===== src/rtl/uart_pkg.sv =====
// Shared UART definitions: FSM state encoding, frame geometry, idle line level.
// Used by the transmit side here and intended for reuse by the receive side.
// symbol_cycles() converts clock/baud into clock cycles per bit.
package uart_pkg;

  typedef enum logic [1:0] {
    IDLE  = 2'd0,
    START = 2'd1,
    DATA  = 2'd2,
    STOP  = 2'd3
  } uart_state_e;

  localparam int DataBits  = 8;
  localparam int FrameBits = 10;   // start + 8 data + stop (8N1)
  localparam logic IdleLevel = 1'b1;

  // Cycles per serial symbol; truncating division, so the line runs slightly fast.
  function automatic int symbol_cycles(input int clk_hz, input int baud);
    return clk_hz / baud;
  endfunction

endpackage


===== src/rtl/uart_tx_fifo.sv =====
// Generic synchronous FIFO holding bytes queued for transmission.
// Latency: a pushed entry is visible at pop_data one cycle after the push.
// Backpressure: push ignored while full, pop ignored while empty; both may occur together.
module uart_tx_fifo #(
  parameter int Width = 8,
  parameter int Depth = 4
) (
  input  logic                     clk,
  input  logic                     rst,
  input  logic                     push,
  input  logic [Width-1:0]         push_data,
  input  logic                     pop,
  output logic [Width-1:0]         pop_data,
  output logic                     full,
  output logic                     empty,
  output logic [$clog2(Depth):0]   count
);

  localparam int PtrW = $clog2(Depth);

  logic [Width-1:0] mem_q [Depth];
  logic [Width-1:0] mem_d [Depth];
  logic [PtrW-1:0]  wptr_q, wptr_d;
  logic [PtrW-1:0]  rptr_q, rptr_d;
  logic [PtrW:0]    count_q, count_d;
  logic             do_push;
  logic             do_pop;

  assign full     = (count_q == (PtrW+1)'(Depth));
  assign empty    = (count_q == '0);
  assign count    = count_q;
  assign pop_data = mem_q[rptr_q];
  assign do_push  = push && !full;
  assign do_pop   = pop && !empty;

  // Next pointers/count; pointers wrap naturally because Depth is a power of two.
  always_comb begin
    mem_d   = mem_q;
    wptr_d  = wptr_q;
    rptr_d  = rptr_q;
    count_d = count_q;
    if (do_push) begin
      mem_d[wptr_q] = push_data;
      wptr_d        = wptr_q + 1'b1;
    end
    if (do_pop) begin
      rptr_d = rptr_q + 1'b1;
    end
    case ({do_push, do_pop})
      2'b10:   count_d = count_q + 1'b1;
      2'b01:   count_d = count_q - 1'b1;
      default: count_d = count_q;
    endcase
  end

  // Control state with synchronous reset.
  always_ff @(posedge clk) begin
    if (rst) begin
      wptr_q  <= '0;
      rptr_q  <= '0;
      count_q <= '0;
    end else begin
      wptr_q  <= wptr_d;
      rptr_q  <= rptr_d;
      count_q <= count_d;
    end
  end

  // Storage needs no reset; stale entries are never read while count is zero.
  always_ff @(posedge clk) begin
    mem_q <= mem_d;
  end

endmodule


===== src/rtl/uart_tx_buffered.sv =====
// Buffered 8N1 UART transmitter: byte FIFO feeding a registered serial shifter.
// Latency: byte pushed in cycle N drives the start bit from cycle N+2 when idle.
// Backpressure: DataInReady low while the FIFO holds FifoDepth bytes.
module uart_tx_buffered
  import uart_pkg::*;
#(
  parameter int ClockFreq = 50_000_000,
  parameter int BaudRate  = 115_200,
  parameter int FifoDepth = 4
) (
  input  logic                         Clock,
  input  logic                         Reset,
  input  logic [7:0]                   DataIn,
  input  logic                         DataInValid,
  output logic                         DataInReady,
  output logic                         SOut,
  output logic                         Busy,
  output logic [$clog2(FifoDepth):0]   FifoCount
);

  localparam int SymbolEdgeTime = symbol_cycles(ClockFreq, BaudRate);
  localparam int BaudW = (SymbolEdgeTime > 1) ? $clog2(SymbolEdgeTime) : 1;
  localparam int IdxW  = $clog2(DataBits);

  uart_state_e             state_q, state_d;
  logic [BaudW-1:0]        baud_q, baud_d;
  logic [IdxW-1:0]         bit_idx_q, bit_idx_d;
  logic [DataBits-1:0]     shift_q, shift_d;
  logic                    sout_q, sout_d;

  logic                    fifo_pop;
  logic [DataBits-1:0]     fifo_rdata;
  logic                    fifo_full;
  logic                    fifo_empty;
  logic                    symbol_end;

  uart_tx_fifo #(
    .Width (DataBits),
    .Depth (FifoDepth)
  ) u_fifo (
    .clk       (Clock),
    .rst       (Reset),
    .push      (DataInValid),
    .push_data (DataIn),
    .pop       (fifo_pop),
    .pop_data  (fifo_rdata),
    .full      (fifo_full),
    .empty     (fifo_empty),
    .count     (FifoCount)
  );

  assign DataInReady = !fifo_full;
  assign SOut        = sout_q;
  assign Busy        = (state_q != IDLE) || (FifoCount != '0);
  assign symbol_end  = (baud_q == BaudW'(SymbolEdgeTime - 1));

  // Next-state logic; SOut is computed for the upcoming state so the line is registered.
  always_comb begin
    state_d   = state_q;
    baud_d    = baud_q + 1'b1;
    bit_idx_d = bit_idx_q;
    shift_d   = shift_q;
    sout_d    = sout_q;
    fifo_pop  = 1'b0;
    case (state_q)
      IDLE: begin
        baud_d = '0;
        sout_d = IdleLevel;
        if (!fifo_empty) begin
          fifo_pop = 1'b1;
          shift_d  = fifo_rdata;
          state_d  = START;
          sout_d   = ~IdleLevel;
        end
      end
      START: begin
        if (symbol_end) begin
          state_d   = DATA;
          baud_d    = '0;
          bit_idx_d = '0;
          sout_d    = shift_q[0];
        end
      end
      DATA: begin
        if (symbol_end) begin
          baud_d = '0;
          if (bit_idx_q == IdxW'(DataBits - 1)) begin
            state_d = STOP;
            sout_d  = IdleLevel;
          end else begin
            bit_idx_d = bit_idx_q + 1'b1;
            shift_d   = shift_q >> 1;
            sout_d    = shift_q[1];
          end
        end
      end
      STOP: begin
        if (symbol_end) begin
          baud_d = '0;
          if (!fifo_empty) begin
            // Back-to-back frame: straight into the next start bit, no idle symbol.
            fifo_pop = 1'b1;
            shift_d  = fifo_rdata;
            state_d  = START;
            sout_d   = ~IdleLevel;
          end else begin
            state_d = IDLE;
            sout_d  = IdleLevel;
          end
        end
      end
      default: begin
        state_d = IDLE;
        baud_d  = '0;
        sout_d  = IdleLevel;
      end
    endcase
  end

  // State register; reset aborts any frame in flight and returns the line to idle.
  always_ff @(posedge Clock) begin
    if (Reset) begin
      state_q   <= IDLE;
      baud_q    <= '0;
      bit_idx_q <= '0;
      shift_q   <= '0;
      sout_q    <= IdleLevel;
    end else begin
      state_q   <= state_d;
      baud_q    <= baud_d;
      bit_idx_q <= bit_idx_d;
      shift_q   <= shift_d;
      sout_q    <= sout_d;
    end
  end

endmodule

===== config.mk =====
export PLATFORM = sky130hd
export DESIGN_NAME = uart_tx_buffered
export DESIGN_NICKNAME = d
export VERILOG_FILES = /design/src/rtl/uart_pkg.sv /design/src/rtl/uart_tx_fifo.sv /design/src/rtl/uart_tx_buffered.sv
export SDC_FILE = /design/constraint.sdc
export NUM_CORES = 1
export LEC_CHECK = 0
export BUFFER_PORTS_ARGS = -buffer_cell sky130_fd_sc_hd__buf_4
export CAP_MARGIN = 0
export CORE_ASPECT_RATIO = 1.1
export CORE_MARGIN = 1
export CORE_UTILIZATION = 60
export DETAILED_ROUTE_END_ITERATION = 8
export PLACE_DENSITY_LB_ADDON = 0.05
export REMOVE_ABC_BUFFERS = 1
export SETUP_SLACK_MARGIN = 0.4
export SLEW_MARGIN = 20
export SYNTH_ARGS = -nofsm -noshare
export SYNTH_HDL_FRONTEND = slang
export SYNTH_HIERARCHICAL = 1
export SYNTH_SLANG_ARGS = --single-unit

===== constraint.sdc =====
create_clock -name Clock -period 3.5 [get_ports Clock]
set_input_delay 0.7 -clock Clock [delete_from_list [all_inputs] [get_ports Clock]]
set_output_delay 0.7 -clock Clock [all_outputs]
set_load 0.005 [all_outputs]

## Yosys cells after proc, flatten, opt, wreduce, memory -nomap -nowiden

Index checks and enable logic that the tools add are counted.

- Flip-flop bits (word level): 62
- Latch bits: 0
- Memory bits (writable): 0
- Bits in read-only memories: 0
- Input bits: 11
- Output and inout port bits: 6
- Logic and storage cells: 89
- Memories kept: 0

- Add/sub/neg operators: 6
- $mul: 0
- Divide/modulo/power cells: 0
- $lt $le $gt $ge: 3
- Eq/ne operators: 14
- Shift operators: 0
- Multiplexer cells: 34
- Bitwise gates (word level): 2
- Reduce and logical (&&, ||, !) cells: 18

Operators with widths:

| cell | count |
|---|---|
| $mux W8 | 7 |
| $bwmux W32 | 1 |
| $pmux W8 S3 | 1 |
| $pmux W9 S2 | 1 |
| $bmux W8 S2 | 1 |
| $demux W8 S2 | 1 |
| $ne A2 B2 Y1 const B | 6 |
| $pmux W3 S2 | 2 |
| $mux W2 | 5 |
| $add A9 B1 Y9 const B | 1 |
| $eq A9 B9 Y1 const B | 1 |
| $mux W3 | 3 |
| $mux W9 | 1 |
| $mux W1 | 8 |
| $pmux W2 S4 | 1 |
| $reduce_and A4 Y1 | 2 |
| $add A3 B1 Y3 const B | 2 |
| $eq A2 B2 Y1 const B | 3 |
| $eq A3 B3 Y1 const B | 2 |
| $ge A3 B3 Y1 const B | 2 |
| $not A2 Y3 | 2 |
| $reduce_bool A2 Y1 | 3 |
| $reduce_bool A3 Y1 | 2 |
| $reduce_and A5 Y1 | 1 |
| 13 further kinds | 18 |

## Logic depth before layout (Yosys ltp)

- Depth after elaboration: 7
- Depth in mapped cells: 14
- Gate-level depth less buffers: 14

## Modules after synthesis

The synthesis kept the hierarchy.

By module, submodules not included:

| module | instances | cells each | area each (sq um) | sequential area each (sq um) |
|---|---|---|---|---|
| uart_tx_fifo | 1 | 92 | 1586.5 | 1101.1 |
| uart_tx_buffered | 1 | 131 | 1216.2 | 460.4 |

## Least setup slack after synthesis

Ideal clock, no wire load.

- Path kind: register to register
- Start: register baud_q[6]
- End: register u_fifo.count_q[2] (netlist: u_fifo/count[2])
- Library setup time: 0.070 ns
- Arrival: 2.594 ns
- Required time: 3.430 ns
- Path slack: 0.836 ns
- Stages on the path, launching flop included: 13
- Buffers on the path: 0
- Cell sequence: dfxtp_1 -> or4b_4 -> nor2_1 -> a21oi_1 -> nor3_1 -> o31ai_1 -> inv_1 -> ha_1 -> inv_1 -> fa_1 -> xor2_1 -> or3_1 -> a21oi_1

- Longest elaborated chain between the ends: 6
- Elaborated cells on any way between the ends: 8
- Classes of those cells: 3 x eq/ne; 3 x mux; 2 x reduce/logical

RTL lines:

| what | line | text |
|---|---|---|
| start, declared | uart_tx_buffered.sv:26 | `logic [BaudW-1:0] baud_q, baud_d;` |
| start signal, assigned | uart_tx_buffered.sv:130 | `baud_q <= baud_d;` |
| $eq A9 B9 Y1 (*) | uart_tx_buffered.sv:55 | `assign symbol_end = (baud_q == BaudW'(SymbolEdgeTime - 1));` |
| $mux W1 (*) | uart_tx_buffered.sv:98 | `if (symbol_end) begin` |
| $pmux W1 S2 (*) | uart_tx_buffered.sv:65 | `case (state_q)` |
| via fifo_pop | uart_tx_buffered.sv:31 | `logic fifo_pop;` |
| $logic_and A1 B1 Y1 (*) | uart_tx_fifo.sv:34 | `assign do_pop = pop && !empty;` |
| via u_fifo.do_pop | uart_tx_fifo.sv:27 | `logic do_pop;` |
| $eq A2 B1 Y1 or $eq A2 B2 Y1 (tied branches) | uart_tx_fifo.sv:49 | `case ({do_push, do_pop})` |
| $pmux W3 S2 or $reduce_bool A2 Y1 (tied branches) | -- |  |
| end signal, assigned | uart_tx_fifo.sv:65 | `count_q <= count_d;` |
| end, declared | uart_tx_fifo.sv:25 | `logic [PtrW:0] count_q, count_d;` |

The timed path passes the listed nets; every way through them passes the cells marked *.
A chain may end at the register's enable or synchronous reset.

## Worst setup path after layout

- Start: register baud_q[2]
- End: register u_fifo.count_q[2] (netlist: u_fifo/count[2])

Same word-level chain as after synthesis.

==> results.md <==
* Outcome: complete, no violations
* Part of the power in registers at around 40%
* P per Cell Area at between 700 and 800 mW/mm²
* HP Class: reg2reg
* Worst Path Max Fanout at 5
* RSZ-0062 raised after global routing: no
* Hold Crit Depth at 1
* First-pass GRT wire length at 8231 µm
* Max Clk Rate at roughly 350 MHz
* Vias at around 1800
* Share of layout cells above drive strength 1 at 18.62%
* Fillers at approximately 300
* Gr usage total at approximately a quarter
* Crit-path cells: or4b_4 > nor2_1 > a21oi_1 > nor3_2 > o31ai_1 > inv_1 > ha_1 > inv_1 > fa_1 > xor2_1 > or3_1 > a21oi_1
* Net switching power at just over 0.0008 W
* Relative slew slack at a little under three fifths
* Syn_area_per_cell at 12.57 µm²
* Slew @ Worst Pin at ~0.66 ns
* Htree depth at 3
* Clock Tree Buf Depth at 2
* Synth Area in Simple Gates at 10.67%
* Clock sink count at between 60 and 70
* CTS buffer count at 9
* Peak supply drop at about 0.37 mV
* Final nets at ~270
* WP buf/inv at 2
* CP required at around 3.8 ns
* N_diodes at 0
* Post-Route Setup TNS at 0 ns
* Num ports at 17
* Fin crit share at roughly 82%
* Seq cells post-synth at 62
* CP delay by family, top: simple AND/OR/NAND/NOR gates
* TritonRoute pass-1 iters at 4
* Post-synth top flop: edfxtp_1
* Routability cong. at about 0.77
* Ys Warns at 6
* Routed WL at 5233 µm
* Post-synthesis cell area at 0.002803 mm²
* Post-synthesis sequential area ratio at 55.71%
* RR Startpoint: baud_q[2]$_SDFF_PP0_
* Die Width at approximately 67 µm
* CTS tree: done
* Most frequent cell after synthesis: edfxtp_1
* Clock power share at between 20% and 30%
* PortBufs at 16
* Effective utilization at floorplan at around 64%
* CP Depth at 12
* Synth top cells by count: edfxtp_1 (32), dfxtp_1 (30), nor2_1 (20)
* Critical path class: reg2reg
* Largest net degree at the start of global routing at 22
* Delay of the slowest critical-path stage at around 0.57 ns
* Total gr overflow at 0
* Number of global-route vias before repair at ~1800
* Compound-Gate Fraction of Synth Area at between 10% and 20%
* Clk pin slew, worst setup/hold paths at around 0.060 ns
* Largest family of logic cells by synthesized area: simple AND/OR/NAND/NOR gates
* Reg2reg setup slack at approximately 0.63 ns
* Number of synthesized flops with an enable pin at 32
* Synthesized-area fraction occupied by adder cells at around 7.4%
* Final slew viol count at 0
* Rows at 25
* Share of power burned in combinational logic at 34.6%
* Library cells used by synthesis at 42
* Hold Fails Final Rpt at 0
* Hold Crit Start: SOut$_SDFFE_PP1P_
* Top cells by area, synth: edfxtp_1 (34%), dfxtp_1 (21%), ha_1 (6.7%)
* Worst hold slack at 0.4665 ns
* Setup crit start kind: flip-flop
* Layout Skew at about 0.007 ns
* Slowest-stage cell, CP: or4b_4
* Syn Inst Count at 223
* Max-Cap Viols at 0
* Switch share at about a third
* Root Buffer: clkbuf_8
* Area growth, synth to finish at 12.77%
* Reg2reg end: u_fifo/count[2]$_SDFFE_PP0P_
* Setup bufs post-CTS at 0
* Top-area cell type share of the netlist area at 34.29%
* Async SR Flop Fraction at 0%
* Worst-Skew Late Latency at between 0.3 and 0.4 ns
* DRC viols at 0
* Leak at approximately 1.1 nW
* Die area at between 0.004 and 0.005 mm²
* Worst r2r path cells at 12
* Post-DP HPWL at approximately 3500 µm
* Storage element area at about 0.0016 mm²
* Vias per cell at roughly 6
* Initial antenna violation count at 0
* Int Power at between 0.0015 and 0.002 W
* Worst EP arrival at between 3 and 4 ns
* Core ar. at about 0.0044 mm²
* Post-synth top area cell: edfxtp_1
* Wire length per cell at ~17 µm
* DR iter-0 viols at 80
* Area occupied by multi-input gates at 0.001154 mm²
* Synth Area in XOR/XNOR at between 3 and 4%
* Mux cell area share after synthesis at under 10%
* Worst hold endpoint: SOut$_SDFFE_PP1P_
* Die height at about 74 µm
* Endpoints failing setup at 0
* Final Critical Period at 2.869 ns
* Crit end category: flip-flop
* Antenna viol nets, final at 0
==> power groups by stage <==
stage | Clock (W) | Sequential, W | Combinational (W)
global placement | 0 | 0.000982 | 0.000781
finish | 0.000626 | 0.000981 | 0.000849
detailed placement | 0 | 0.000996 | 0.000825
floorplan | 0 | 0.000965 | 0.000626
global route | 0.000666 | 0.000997 | 0.000930
CTS | 0.000641 | 0.000981 | 0.000834
==> through the flow <==
stage	setup slack (ns)	power (W)	cell area [µm²]	utilization [%]	std cells
2_1_floorplan	0.8363	0.001592	2766	-	215
5_1_grt	0.4009	0.002593	3161	72.17	301
3_5_place_dp	0.6316	0.001821	2954	67.46	285
4_1_cts	0.5739	0.002456	3156	72.06	301
3_3_place_gp	0.7065	0.001762	2954	67.46	285
6_report	0.6308	0.002455	3161	72.17	301
==> layout by cell type, fill, tap and decap left out, types with 2 or more instances in the layout <==
cell and count:
a21oi_1 13, nand2b_1 2, mux4_2 8, nand2_1 8, dfxtp_1 30, nand3_1 3
and2_1 5, nor3_1 2, nor2b_1 2, nor2_1 20, nor3_2 2, o31ai_1 2
and4_1 2, ha_1 15, xor2_1 6, a32o_1 2, edfxtp_1 32, inv_1 15
a311oi_1 8, or3_1 5, nand4_1 2, o21ai_0 5, clkbuf_8 11, mux2i_1 9
buf_4 16, xnor2_1 4
==> flip-flops by register name, summed over array words and instances, names as in the netlist <==
name           flops
shift_q            8
u_fifo/wptr_q      2
state_q            2
baud_q             9
bit_idx_q          3
u_fifo/rptr_q      2
SOut               1
u_fifo/mem_q      32
u_fifo/count       3
==> worst max-delay path by stage <==
stage / from / to / slack (ns)
2_1_floorplan: baud_q[6]$_SDFF_PP0_ / u_fifo/count[2]$_SDFFE_PP0P_ / 0.84
3_3_place_gp: baud_q[6]$_SDFF_PP0_ / u_fifo/count[2]$_SDFFE_PP0P_ / 0.71
3_5_place_dp: baud_q[2]$_SDFF_PP0_ / u_fifo/count[2]$_SDFFE_PP0P_ / 0.63
4_1_cts: baud_q[6]$_SDFF_PP0_ / u_fifo/count[2]$_SDFFE_PP0P_ / 0.57
5_1_grt: baud_q[2]$_SDFF_PP0_ / u_fifo/count[2]$_SDFFE_PP0P_ / 0.40
6_report: baud_q[2]$_SDFF_PP0_ / u_fifo/count[2]$_SDFFE_PP0P_ / 0.63
==> final cells by class <==
class                           instances  share of cell area (%)
Sequential cell                        62                   49.41
Clock buffer                           12                   4.909
Multi-Input combinational cell        138                   36.50
Tap cell                               54                   2.138
Clock inverter                          4                   1.465
Inverter                               15                   1.781
Timing Repair Buffer                   16                   3.800
==> repair_timing <==
action                     in CTS  in global routing
setup endpoints to repair       0                  1
gates resized for setup         0                  1
hold buffers                    0                  0
==> metal layers <==
| layer | wire, µm | GRT usage (%) |
|---|---|---|
| met1 | 2099 | 26.21 |
| met2 | 2929 | 41.89 |
| met5 | 0 | 0 |
| met3 | 132 | 7.143 |
| met4 | 71 | 11.58 |
==> kinds of logic (layout without fill, tap and decap cells) <==
logic type,count (synthesis),in the layout
flops,62,62
simple gates,56,56
compound gates,39,39
buf+inv,23,47
mux,17,17
fa+ha+maj,16,16
xor+xnor,10,10
No activity file was read; power rests on OpenSTA's default activity.
